**src/rtl/disp_scan_decoder.sv**
```systemverilog
// disp_scan_decoder
//   Receive side of the 4-digit multiplexed 7-segment scan bus. DISP is registered
//   once. A slot is accepted when its value has been present for STABLE_CYC
//   consecutive samples, and the same run is never accepted twice. Accepted segment
//   patterns are decoded back to digit codes. A 4-digit frame is published once
//   every position has been captured.
//
//   Ports
//     CLK        in   1   system clock, posedge
//     RSTN       in   1   asynchronous reset, active-low
//     DISP       in   12  [11:8] active-low one-hot digit select (bit8 = pos0),
//                         [7] active-low dp, [6:0] active-low segments g..a
//     NUM        out  16  last complete frame, nibble k = digit at pos k
//     DPS        out  4   last complete frame decimal points, 1 = lit
//     FRAME_VLD  out  1   one-cycle pulse when NUM/DPS update
//     SEG_ERR    out  1   sticky bad pattern / bad select flag, cleared by a clean frame
//     STALE      out  1   no one-hot slot accepted for TIMEOUT cycles
//
//   Build option
//     DISP_HEX_EN  when defined, the patterns for A,b,C,d,E,F decode to 4'hA..4'hF;
//                  otherwise they are treated as undecodable.
module disp_scan_decoder #(
    parameter int unsigned STABLE_CYC = 16,
    parameter int unsigned TIMEOUT    = 1000000
) (
    input  logic        CLK,
    input  logic        RSTN,
    input  logic [11:0] DISP,
    output logic [15:0] NUM,
    output logic [3:0]  DPS,
    output logic        FRAME_VLD,
    output logic        SEG_ERR,
    output logic        STALE
);

    localparam int unsigned CNT_W  = $clog2(STABLE_CYC + 1);
    localparam int unsigned IDLE_W = $clog2(TIMEOUT + 1);
    localparam logic [11:0] DISP_IDLE = 12'hFFF;
    localparam logic [CNT_W-1:0]  ACC_CNT  = CNT_W'(STABLE_CYC - 2);
    localparam logic [IDLE_W-1:0] IDLE_MAX = IDLE_W'(TIMEOUT);

    typedef enum logic [1:0] {
        S_WAIT  = 2'd0,
        S_COUNT = 2'd1,
        S_HELD  = 2'd2
    } state_t;

    state_t            state_q, state_d;
    logic [CNT_W-1:0]  stab_cnt_q, stab_cnt_d;
    logic [IDLE_W-1:0] idle_q, idle_d;
    logic [11:0]       d_q, d_prev_q;
    logic [3:0][3:0]   dig_q, dig_d;
    logic [3:0]        dpb_q, dpb_d;
    logic [3:0]        seen_q, seen_d;
    logic              err_frame_q, err_frame_d;
    logic [15:0]       num_q, num_d;
    logic [3:0]        dps_q, dps_d;
    logic              vld_q, vld_d;
    logic              seg_err_q, seg_err_d;
    logic              stale_q, stale_d;

    logic              accept_c;
    logic              commit_c;
    logic [3:0]        sel_c;
    logic              onehot_c;
    logic              multi_c;
    logic [1:0]        pos_c;
    logic [4:0]        dec_c;

    // Segment pattern (active-high, gfedcba) to {valid, digit}.
    function automatic logic [4:0] seg_decode(input logic [6:0] seg);
        logic [4:0] res;
        res = 5'b0_0000;
        case (seg)
            7'h3F: res = {1'b1, 4'h0};
            7'h06: res = {1'b1, 4'h1};
            7'h5B: res = {1'b1, 4'h2};
            7'h4F: res = {1'b1, 4'h3};
            7'h66: res = {1'b1, 4'h4};
            7'h6D: res = {1'b1, 4'h5};
            7'h7D: res = {1'b1, 4'h6};
            7'h07: res = {1'b1, 4'h7};
            7'h7F: res = {1'b1, 4'h8};
            7'h6F: res = {1'b1, 4'h9};
`ifdef DISP_HEX_EN
            7'h77: res = {1'b1, 4'hA};
            7'h7C: res = {1'b1, 4'hB};
            7'h39: res = {1'b1, 4'hC};
            7'h5E: res = {1'b1, 4'hD};
            7'h79: res = {1'b1, 4'hE};
            7'h71: res = {1'b1, 4'hF};
`else
`endif
            default: res = 5'b0_0000;
        endcase
        return res;
    endfunction

    // State and datapath registers.
    always_ff @(posedge CLK or negedge RSTN) begin
        if (!RSTN) begin
            state_q     <= S_WAIT;
            stab_cnt_q  <= '0;
            idle_q      <= '0;
            d_q         <= DISP_IDLE;
            d_prev_q    <= DISP_IDLE;
            dig_q       <= '0;
            dpb_q       <= 4'h0;
            seen_q      <= 4'h0;
            err_frame_q <= 1'b0;
            num_q       <= 16'h0000;
            dps_q       <= 4'h0;
            vld_q       <= 1'b0;
            seg_err_q   <= 1'b0;
            stale_q     <= 1'b0;
        end else begin
            state_q     <= state_d;
            stab_cnt_q  <= stab_cnt_d;
            idle_q      <= idle_d;
            d_q         <= DISP;
            d_prev_q    <= d_q;
            dig_q       <= dig_d;
            dpb_q       <= dpb_d;
            seen_q      <= seen_d;
            err_frame_q <= err_frame_d;
            num_q       <= num_d;
            dps_q       <= dps_d;
            vld_q       <= vld_d;
            seg_err_q   <= seg_err_d;
            stale_q     <= stale_d;
        end
    end

    // Settle FSM: any change restarts the count; HELD blocks re-acceptance of the same run.
    // WAIT is the second sample of a run, so acceptance happens when the run reaches STABLE_CYC.
    always_comb begin
        state_d    = state_q;
        stab_cnt_d = stab_cnt_q;
        accept_c   = 1'b0;
        if (d_q != d_prev_q) begin
            state_d    = S_WAIT;
            stab_cnt_d = '0;
        end else begin
            case (state_q)
                S_WAIT, S_COUNT: begin
                    if (stab_cnt_q == ACC_CNT) begin
                        accept_c = 1'b1;
                        state_d  = S_HELD;
                    end else begin
                        stab_cnt_d = stab_cnt_q + CNT_W'(1);
                        state_d    = S_COUNT;
                    end
                end
                S_HELD:  state_d = S_HELD;
                default: state_d = S_WAIT;
            endcase
        end
    end

    // Slot classification of the registered bus.
    always_comb begin
        sel_c    = ~d_q[11:8];
        onehot_c = (sel_c != 4'h0) && ((sel_c & (sel_c - 4'd1)) == 4'h0);
        multi_c  = (sel_c != 4'h0) && !onehot_c;
        dec_c    = seg_decode(~d_q[6:0]);
        case (sel_c)
            4'b0010: pos_c = 2'd1;
            4'b0100: pos_c = 2'd2;
            4'b1000: pos_c = 2'd3;
            default: pos_c = 2'd0;
        endcase
    end

    // Frame assembly, commit, error and idle tracking.
    // Order matters: commit and timeout clear the mask first, so a same-cycle accept lands in the new frame.
    always_comb begin
        dig_d       = dig_q;
        dpb_d       = dpb_q;
        seen_d      = seen_q;
        err_frame_d = err_frame_q;
        num_d       = num_q;
        dps_d       = dps_q;
        seg_err_d   = seg_err_q;
        stale_d     = stale_q;
        idle_d      = idle_q;
        commit_c    = (seen_q == 4'hF);
        vld_d       = commit_c;

        if (commit_c) begin
            num_d       = dig_q;
            dps_d       = dpb_q;
            seen_d      = 4'h0;
            err_frame_d = 1'b0;
            if (!err_frame_q) begin
                seg_err_d = 1'b0;
            end
        end

        if (accept_c && onehot_c) begin
            idle_d  = '0;
            stale_d = 1'b0;
        end else if (idle_q == IDLE_MAX) begin
            stale_d = 1'b1;
            seen_d  = 4'h0;
        end else begin
            idle_d = idle_q + IDLE_W'(1);
        end

        if (accept_c && multi_c) begin
            seg_err_d   = 1'b1;
            err_frame_d = 1'b1;
        end else if (accept_c && onehot_c) begin
            if (dec_c[4]) begin
                // First digit of a frame starts a fresh error window.
                if (seen_d == 4'h0) begin
                    err_frame_d = 1'b0;
                end
                dig_d[pos_c]  = dec_c[3:0];
                dpb_d[pos_c]  = ~d_q[7];
                seen_d[pos_c] = 1'b1;
            end else begin
                seg_err_d   = 1'b1;
                err_frame_d = 1'b1;
            end
        end
    end

    assign NUM       = num_q;
    assign DPS       = dps_q;
    assign FRAME_VLD = vld_q;
    assign SEG_ERR   = seg_err_q;
    assign STALE     = stale_q;

endmodule

```
**config.mk**
```make
export PLATFORM = sky130hd
export DESIGN_NAME = disp_scan_decoder
export DESIGN_NICKNAME = d
export VERILOG_FILES = /design/src/rtl/disp_scan_decoder.sv
export SDC_FILE = /design/constraint.sdc
export NUM_CORES = 1
export LEC_CHECK = 0
export BUFFER_PORTS_ARGS = -buffer_cell sky130_fd_sc_hd__buf_2
export CORE_MARGIN = 5
export CORE_UTILIZATION = 40
export DETAILED_ROUTE_END_ITERATION = 8
export SLEW_MARGIN = 10
export SYNTH_ARGS = -nofsm -noshare
export SYNTH_HDL_FRONTEND = slang
export SYNTH_SLANG_ARGS = --single-unit
```
**constraint.sdc**
```tcl
create_clock -name CLK -period 2.6 [get_ports CLK]
set_input_delay 0.13 -clock CLK [delete_from_list [all_inputs] [get_ports CLK]]
set_output_delay 0.13 -clock CLK [all_outputs]
set_load 0.1 [all_outputs]
```
==> results of run 1 <==
[per-stage QoR]
| stage | power [uW] | cell area, um^2 | hold WS (ns) |
|---|---|---|---|
| floorplan | 1680 | 4300 | -0.166 |
| global placement | 1730 | 4610 | 0.127 |
| detailed placement | 1730 | 4610 | 0.128 |
| CTS | 2680 | 4920 | 0.279 |
| global route | 2770 | 4950 | 0.299 |
| finish | 2650 | 4950 | 0.267 |
[placed cells by master (no fill, tap or decap), types with 3 or more instances in the layout]
| master | synthesis | layout |
|---|---|---|
| mux2_2 | 16 | 16 |
| buf_4 | 2 | 9 |
| mux2i_1 | 5 | 5 |
| nand4_1 | 13 | 13 |
| and2_1 | 3 | 3 |
| nand3_1 | 10 | 10 |
| a21oi_1 | 6 | 6 |
| nor2b_1 | 5 | 5 |
| xnor2_1 | 21 | 21 |
| buf_2 | 4 | 35 |
| nand2_1 | 69 | 69 |
| nor4_1 | 3 | 3 |
| clkbuf_8 | 0 | 9 |
| and3_1 | 4 | 4 |
| ha_1 | 4 | 4 |
| dfstp_2 | 24 | 24 |
| xor2_1 | 16 | 16 |
| o21ai_0 | 10 | 10 |
| dlygate4sd3_1 | 0 | 13 |
| nor4b_1 | 3 | 3 |
| nor2_1 | 35 | 35 |
| nor3_1 | 8 | 8 |
| inv_1 | 11 | 11 |
| and4_1 | 3 | 3 |
| dfrtp_1 | 75 | 75 |
[final cells by class]
class	count	area, um^2	area share, %
sequential	99	2510	50.6
multi-input combinational	263	1650	33.4
timing repair buffer	58	393	7.93
tap	136	170	3.44
clock buffer	9	124	2.50
clock inverter	7	60.1	1.21
inverter	12	45.0	0.909
[sequential cells by signal, indices dropped and copies added, names as in the netlist]
signal       count
idle_q          20
NUM             16
dig_q           16
d_prev_q        12
d_q             12
stab_cnt_q       5
DPS              4
dpb_q            4
seen_q           4
state_q          2
FRAME_VLD        1
SEG_ERR          1
STALE            1
err_frame_q      1
[power groups by stage]
| stage | clock network [uW] | logic [uW] | registers (uW) |
|---|---|---|---|
| 6_report | 930 | 117 | 1600 |
| 5_1_grt | 1030 | 134 | 1610 |
| 4_1_cts | 962 | 120 | 1600 |
| 3_5_place_dp | 0 | 105 | 1630 |
| 3_3_place_gp | 0 | 103 | 1630 |
| 2_1_floorplan | 0 | 65.4 | 1610 |
[worst paths after layout]
path                       slack, ns          end    from
min in group CLK                0.40  d_prev_q[8]  d_q[8]
min                             0.27       NUM[1]    RSTN
max reg2reg                     0.26    dig_q[15]  d_q[6]
max in group asynchronous       1.71    idle_q[2]    RSTN
min reg2reg                     0.40  d_prev_q[8]  d_q[8]
max                             0.26    dig_q[15]  d_q[6]
[critical path, delay by kind of cell, from the launching register on]
family          cells  cell delay, ns
flops               1            0.63
simple gates        2            0.70
mux                 1            0.36
compound gates      1            0.36
xor+xnor            1            0.17
[timing repair]
| action | CTS | global route |
|---|---|---|
| setup buffers | 0 | 4 |
| hold endpoints to repair | 23 | 0 |
| gates resized for setup | 0 | 0 |
| hold buffers | 13 | 0 |
| setup endpoints to repair | 0 | 5 |
[per-layer routing]
metal | GRT usage (%) | part of all wire, % | wire length (um) | vias to the layer above
met3 | 2.65 | 3.3 | 260 | 12
met5 | 0 | 0 | 0 | -
met2 | 20.4 | 45 | 3540 | 43
met4 | 4.33 | 1.6 | 125 | 0
met1 | 18.5 | 50 | 3920 | 1371
li1 | - | - | - | 1420
[kinds of logic (layout without fill, tap and decap cells)]
group	after synthesis	in the layout	synth area share, %
AND/OR/NAND/NOR	166	166	18.8
flip-flops	99	99	58.4
XOR/XNOR	38	38	7.92
AO/OA/AOI/OAI	34	34	5.24
buffers and inverters	28	86	3.12
multiplexers	21	21	5.36
adder cells (fa/ha/maj)	4	4	1.17
==> results.sh, run 1 <==
export IMPL_initial_core_util_pct=41.2
export IMPL_power_density_mw_per_mm2=535
export IMPL_drtAntennaViolNets=0
export IMPL_syn_avg_cell_area_um2=11.0
export IMPL_layout_nets=461
export IMPL_fp_row_count=37
export IMPL_n_fill_cell=955
export IMPL_cts_tree="yes"
export IMPL_status="finished, final reports clean"
export IMPL_n_antenna_cell=0
export IMPL_wl_per_cell_um=13.4
export IMPL_yosys_top_cells_area="dfrtp_1, dfstp_2, nand2_1, xnor2_1, mux2_2"
export IMPL_cp_slowest_cell="dfstp_2"
export IMPL_cts_sinks=99
export IMPL_grt_usage_pct=13.2
export IMPL_grt_pass1_vias=2890
export IMPL_p_int_uw=1990
export IMPL_relSlewSlack_pct=56.9
export IMPL_first_iter_violations=82
export IMPL_r2r_cells=5
export IMPL_fin_setup_tns_ns=0
export IMPL_slowest_delay_ns=0.63
export IMPL_synth_cell_type_count=49
export IMPL_path_max_fanout=8
export IMPL_insertion_delay_ns=0.36
export IMPL_drc=0
export IMPL_critPathRequiredTime_ns=2.85
export IMPL_firstDrtPassIters=4
export IMPL_fin_cells=584
export IMPL_finalMaxSlewViolations=0
export IMPL_synth_commonest_cells="dfrtp_1, nand2_1, nor2_1"
export IMPL_critPathArrivalTime_ns=2.59
export IMPL_cp_cell_sequence="xnor2_1 > nand4_1 > nor4_4 > o2111ai_2 > mux2_2"
export IMPL_rsz0062_at_grt="false"
export IMPL_pwr_share_clk_pct=35.1
export IMPL_finClkSkew_ns=0.0166
export IMPL_worst_slew_pin_transition_ns=0.641
export IMPL_finalCritPeriodShare_pct=90.0
export IMPL_die_width_um=114
export IMPL_comb_power_share_pct=4.4
export IMPL_yosysTopAreaCell="dfrtp_1"
export IMPL_seq_power_share_pct=60.5
export IMPL_grt_overflow=0
export IMPL_critPathLaunchType="flop"
export IMPL_numCtsBuffers=9
export IMPL_clock_tree_root_cell="clkbuf_8"
export IMPL_sw_frac_of_total_pct=24.7
export IMPL_top_level_ports=37
export IMPL_gp_congestion=0.809
export IMPL_async_flop_share_pct=100
export IMPL_syn_inst=390
export IMPL_dieArea_mm2=0.0129
export IMPL_yosysTopAreaCellShare_pct=43.7
export IMPL_synthToLayoutAreaGrowth_pct=15.3
export IMPL_core_mm2=0.0104
export IMPL_drv_cap=0
export IMPL_grt_max_degree=46
export IMPL_max_freq_ghz=0.428
export IMPL_ys_ff_latch=99
export IMPL_grt_antenna_before_repair=0
export IMPL_grt_pass1_wl_mm=13.9
export IMPL_max_vdd_ir_drop_mv=0.348
export IMPL_routed_via_density=4.87
export IMPL_setup_viol=0
export IMPL_drive_gt1_share_pct=24.3
export IMPL_dp_cells=551
export IMPL_synth_edf_count=0
export IMPL_hold_viol=0
export IMPL_vias=2846
export IMPL_synth_most_common_cell="dfrtp_1"
export IMPL_h_tree_depth=3
export IMPL_cp_end_kind="flop"
export IMPL_wl_mm=7.84
export IMPL_switching_power_uw=654
export IMPL_chipHeight_um=114
export IMPL_place_ws_ns=0.136
export IMPL_layout_min_cycle_time_ns=2.34
export IMPL_ys_warn_count=0
export IMPL_place_hpwl_mm=5.44
export IMPL_fin_ws_ns=0.261
export IMPL_synth_area_mm2=0.00430
export IMPL_ys_seq_area_share_pct=58.4
export IMPL_synth_nets=408
export IMPL_holdCritPathClass="input port to async pin"
export IMPL_critical_path_class="flop to flop"
export IMPL_io_buffers=36
export IMPL_clkTransAtPathRegs_ns=0.11
export IMPL_post_route_util_pct=47.6
export IMPL_synth_flop_cell="dfrtp_1"
export IMPL_p_leak_uw=0.00234
export IMPL_ctsLongestPathBuffers=2
Note: power is estimated with default switching activity, not from simulation.
==> inputs of run 2 (changes only) <==
Settings changed: SETUP_SLACK_MARGIN set to 0.5.
==> run 2 against run 1 <==
Setup slack better by 0.22 ns. Hold slack gained 0.062 ns. Via count up 6.1%. Sequential share of layout area fell by 2.5 points. Critical endpoint is now dig_q[3]. Final cell count is 3.4% higher. First-iteration DRC count rose by 34%. Critical path type unchanged.
==> results.sh, run 2 (synthesized netlist as in run 1, its figures left out) <==
export IMPL_grt_pass1_wl_mm=14.1
export IMPL_n_antenna_cell=0
export IMPL_cp_common_cell="buf_4"
export IMPL_grt_max_degree=52
export IMPL_core_mm2=0.0104
export IMPL_dieArea_mm2=0.0129
export IMPL_path_max_fanout=5
export IMPL_setup_viol=0
export IMPL_insertion_delay_ns=0.38
export IMPL_grt_overflow=0
export IMPL_rsz0062_at_grt="true"
export IMPL_cts_tree="yes"
export IMPL_top_level_ports=37
export IMPL_largest_reg_flops=20
export IMPL_clock_tree_root_cell="clkbuf_8"
export IMPL_n_fill_cell=945
export IMPL_numCtsBuffers=9
export IMPL_finClkSkew_ns=0.0135
export IMPL_grt_usage_pct=13.7
export IMPL_h_tree_depth=3
export IMPL_chipHeight_um=114
export IMPL_initial_core_util_pct=41.2
export IMPL_status="finished, final reports clean"
export IMPL_wl_mm=8.37
export IMPL_critPathArrivalTime_ns=2.38
export IMPL_cp_slowest_cell="dfrtp_1"
export IMPL_grt_antenna_before_repair=0
export IMPL_startpoint="stab_cnt_q[0]"
export IMPL_ctsLongestPathBuffers=2
export IMPL_layout_nets=481
export IMPL_first_iter_violations=110
export IMPL_synthToLayoutAreaGrowth_pct=21.4
export IMPL_drive_gt1_share_pct=29.3
export IMPL_cts_sinks=99
export IMPL_finalCritPeriodShare_pct=81.4
export IMPL_layout_min_cycle_time_ns=2.12
export IMPL_max_freq_ghz=0.473
export IMPL_r2r_end="dig_q[3]"
export IMPL_dp_cells=551
export IMPL_r2r_cells=9
export IMPL_critical_path_class="flop to flop"
export IMPL_critPathLaunchType="flop"
export IMPL_power_density_mw_per_mm2=516
export IMPL_slowest_delay_ns=0.39
export IMPL_drtAntennaViolNets=0
export IMPL_wl_per_cell_um=13.8
export IMPL_holdCritPathClass="input port to async pin"
export IMPL_die_width_um=114
export IMPL_relSlewSlack_pct=54.0
export IMPL_place_hpwl_mm=5.50
export IMPL_final_cell_mix="dfrtp_1, nand2_1, nor2_1, buf_2, buf_4"
export IMPL_fin_cells=604
export IMPL_finalMaxSlewViolations=0
export IMPL_fin_setup_tns_ns=0
export IMPL_vias=3019
export IMPL_placed_area_mm2=0.00463
export IMPL_r2r_setup_slack_ns=0.48
export IMPL_clkTransAtPathRegs_ns=0.10
export IMPL_io_buffers=36
export IMPL_cp_end_kind="flop"
export IMPL_layout_commonest_cell="dfrtp_1"
export IMPL_max_vdd_ir_drop_mv=0.302
export IMPL_cp_cell_sequence="inv_1 > ha_1 > nand4b_1 > or2_4 > nor4_4 > buf_4 > o211ai_1 > buf_4 > mux2_2"
export IMPL_design_area_mm2=0.00521
export IMPL_gp_congestion=0.831
export IMPL_design_power_total_uw=2690
export IMPL_fp_row_count=37
export IMPL_regMostFlops="idle_q"
export IMPL_r2r_start="stab_cnt_q[0]"
export IMPL_p_leak_uw=0.00249
export IMPL_firstDrtPassIters=4
export IMPL_drv_cap=0
export IMPL_worst_slew_pin_transition_ns=0.685
export IMPL_drc=0
export IMPL_routed_via_density=5.00
export IMPL_fin_hold_ws_ns=0.329
export IMPL_hold_viol=0
export IMPL_critPathRequiredTime_ns=2.87
export IMPL_grt_pass1_vias=2890
run 2: cell count changes in the layout (fill, tap and decap cells not counted), sizes merged:
cell	delta
buf	+20
clkbuf	+2
clkinv	-1
clkinvlp	+1
inv	-2
run 2: critical path: cells and delay by family (launching register included):
kind                       cells  cell delay (ns)
buffers and inverters          3             0.44
muxes                          1             0.26
and+or+nand+nor                3             0.65
AOI/OAI and AO/OA              1             0.13
adders and majority gates      1             0.14
DFF                            1             0.39
run 2: metal layers:
metal  vias to the layer above  global-route usage [%]  wire (um)  share of wire, %
li1                       1468                       -          -                 -
met1                      1484                    18.4       3870                46
met2                        53                    21.1       3940                47
met3                        14                    2.81        362               4.3
met4                         0                    6.81        200               2.4
met5                         -                       0          0                 0
run 2: area by class of cell:
cell class / instances / area (um^2) / share of cell area, %
multi-input combinational: 263 / 1740 / 33.4
clock inverter: 5 / 46.3 / 0.888
timing repair buffer: 78 / 563 / 10.8
clock buffer: 11 / 141 / 2.71
tap: 136 / 170 / 3.26
inverter: 12 / 45.0 / 0.864
sequential: 99 / 2510 / 48.1
run 2: how the worst max path moves through the flow:
stage               end  cells after the start
3_5_place_dp   dig_q[1]                      5
4_1_cts        dig_q[1]                      7
5_1_grt        dig_q[3]                      8
3_3_place_gp   dig_q[3]                      5
2_1_floorplan  dig_q[0]                      6
6_report       dig_q[3]                      9
run 2: where the power goes:
part | internal, uW | switching [uW] | leakage (uW) | total, uW
Combinational | 69.2 | 78.4 | 0.00112 | 148
Sequential | 1570 | 22.9 | 0.00129 | 1600
Clock | 390 | 556 | 0.0000896 | 946
run 2: per-stage QoR:
step           utilization, %  worst slack (ns)
3_3_place_gp             44.5             0.225
3_5_place_dp             44.5             0.211
6_report                 50.0             0.485
2_1_floorplan               -             0.503
4_1_cts                  48.8             0.507
5_1_grt                  50.0             0.392
run 2: timing repair:
item	CTS	global route
gates cloned	1	0
resized for setup	8	3
pin swaps	5	6
hold endpoints to repair	38	0
buffers inserted	11	12
endpoints found under the setup margin	43	39
hold buffers	13	0
==> inputs of run 3 (changes only) <==
Clock period 2.6 ns to 1.96 ns, I/O delays scaled along.
==> run 3 against run 2 <==
The run now ends with negative setup slack left. First-iteration DRC count down 0.91%. Setup slack got worse by 0.63 ns. Critical path depth did not move.
==> results.sh, run 3 (synthesized netlist as in run 1, its figures left out) <==
export IMPL_place_hpwl_mm=6.12
export IMPL_critPathArrivalTime_ns=2.35
export IMPL_hold_viol=0
export IMPL_initial_core_util_pct=41.2
export IMPL_layout_commonest_cell="dfrtp_1"
export IMPL_numCtsBuffers=9
export IMPL_finClkSkew_ns=0.0180
export IMPL_place_ws_ns=-0.208
export IMPL_cts_tree="yes"
export IMPL_layout_nets=504
export IMPL_routed_via_density=4.90
export IMPL_critical_path_class="flop to flop"
export IMPL_regMostFlops="idle_q"
export IMPL_max_vdd_ir_drop_mv=0.548
export IMPL_cp_slowest_cell="dfrtp_1"
export IMPL_critPathLaunchType="flop"
export IMPL_grt_max_degree=44
export IMPL_n_antenna_cell=0
export IMPL_grt_pass1_vias=3104
export IMPL_top_level_ports=37
export IMPL_holdCritPathClass="input port to async pin"
export IMPL_first_iter_violations=109
export IMPL_drive_gt1_share_pct=41.2
export IMPL_fp_row_count=37
export IMPL_violations="negative setup slack"
export IMPL_finalCritPeriodShare_pct=108
export IMPL_design_area_mm2=0.00572
export IMPL_fin_ws_ns=-0.147
export IMPL_chipHeight_um=114
export IMPL_cts_sinks=99
export IMPL_final_cell_mix="dfrtp_1, nand2_1, buf_4"
export IMPL_wl_per_cell_um=14.5
export IMPL_drc=0
export IMPL_grt_pass1_wl_mm=15.5
export IMPL_status="finished, violations left"
export IMPL_wl_mm=9.09
export IMPL_layout_min_cycle_time_ns=2.11
export IMPL_drv_cap=0
export IMPL_finalMaxSlewViolations=0
export IMPL_placed_area_mm2=0.00489
export IMPL_clock_tree_root_cell="clkbuf_8"
export IMPL_post_route_util_pct=54.9
export IMPL_grt_overflow=0
export IMPL_drtAntennaViolNets=0
export IMPL_cp_common_cell="buf_4"
export IMPL_rsz0062_at_grt="true"
export IMPL_max_freq_ghz=0.475
export IMPL_io_buffers=36
export IMPL_power_density_mw_per_mm2=625
export IMPL_synthToLayoutAreaGrowth_pct=33.1
export IMPL_gp_congestion=0.769
export IMPL_ctsLongestPathBuffers=2
export IMPL_clkTransAtPathRegs_ns=0.10
export IMPL_fin_hold_ws_ns=0.240
export IMPL_largest_reg_flops=20
export IMPL_firstDrtPassIters=6
export IMPL_setup_viol=42
export IMPL_critPathRequiredTime_ns=2.20
export IMPL_core_mm2=0.0104
export IMPL_die_width_um=114
export IMPL_relSlewSlack_pct=64.7
export IMPL_grt_antenna_before_repair=0
export IMPL_slowest_delay_ns=0.38
export IMPL_worst_slew_pin_transition_ns=0.530
export IMPL_cp_end_kind="flop"
export IMPL_dieArea_mm2=0.0129
export IMPL_path_max_fanout=6
export IMPL_insertion_delay_ns=0.36
export IMPL_h_tree_depth=3
export IMPL_grt_usage_pct=15.0
export IMPL_p_leak_uw=0.00266
export IMPL_vias=3070
export IMPL_cp_cell_sequence="inv_1 > ha_2 > nand4b_1 > or2_4 > nor4_4 > buf_4 > o211ai_1 > buf_4 > mux2_2"
-- run 3: changes by cell type in the layout (fill, tap and decap cells not counted), moves of 3 or more --
cell     change
buf_16       +3
buf_4       +13
buf_6        +5
nor2_1      -25
nor2_2       +9
nor2_4      +16
o21ai_0      -3
xnor2_1      -3
xnor2_2      +3
-- run 3: final timing paths --
kind	from	end	slack (ns)	cells past startpoint
worst max-delay path	stab_cnt_q[0]	dig_q[1]	-0.15	9
worst min-delay path	RSTN	idle_q[10]	0.24	2
worst max register to register	stab_cnt_q[0]	dig_q[1]	-0.15	9
worst min register to register	d_q[2]	d_prev_q[2]	0.40	0
max in group asynchronous	RSTN	d_prev_q[0]	1.03	3
min in group CLK	DISP[5]	d_q[5]	0.37	2
-- run 3: metal layers --
layer | share of wire, % | GRT usage, % | vias to the layer above
li1 | - | - | 1507
met1 | 45 | 20.0 | 1505
met3 | 4.7 | 4.99 | 8
met5 | 0 | 0 | -
met2 | 50 | 24.1 | 50
met4 | 0.77 | 2.88 | 0
-- run 3: power by group --
group          internal [uW]  switching, uW
Sequential              2090           24.0
Clock                    561            658
Combinational            118            124
-- run 3: final cells by class --
class	count	area [um^2]
clock buffers	14	173
clock inverters	1	7.51
fillers	900	4700
inverters	12	46.3
multi-input cells	263	1980
flip-flops and latches	99	2510
well taps	136	170
repair buffers	101	835
-- run 3: stage by stage --
step / TNS [ns] / instances / total power (uW)
floorplan: -2.86 / 390 / 2250
global placement: -2.74 / 579 / 2340
detailed placement: -4.30 / 579 / 2350
CTS: -2.77 / 620 / 3610
global route: -6.74 / 626 / 3730
finish: -3.08 / 626 / 3570
-- run 3: worst max-delay path: cells and delay by family (launching register included) --
kind                       cells  cell delay, ns
and+or+nand+nor                3            0.65
buffers and inverters          3            0.43
DFF                            1            0.38
muxes                          1            0.27
adders and majority gates      1            0.16
AOI/OAI and AO/OA              1            0.10
-- run 3: timing repair --
action	4_1_cts	5_1_grt
gates cloned	3	0
hold buffers	13	0
endpoints found under the hold margin	49	0
endpoints found under the setup margin	57	54
gates resized for setup	35	45
pin swaps	17	18
buffers inserted	10	6
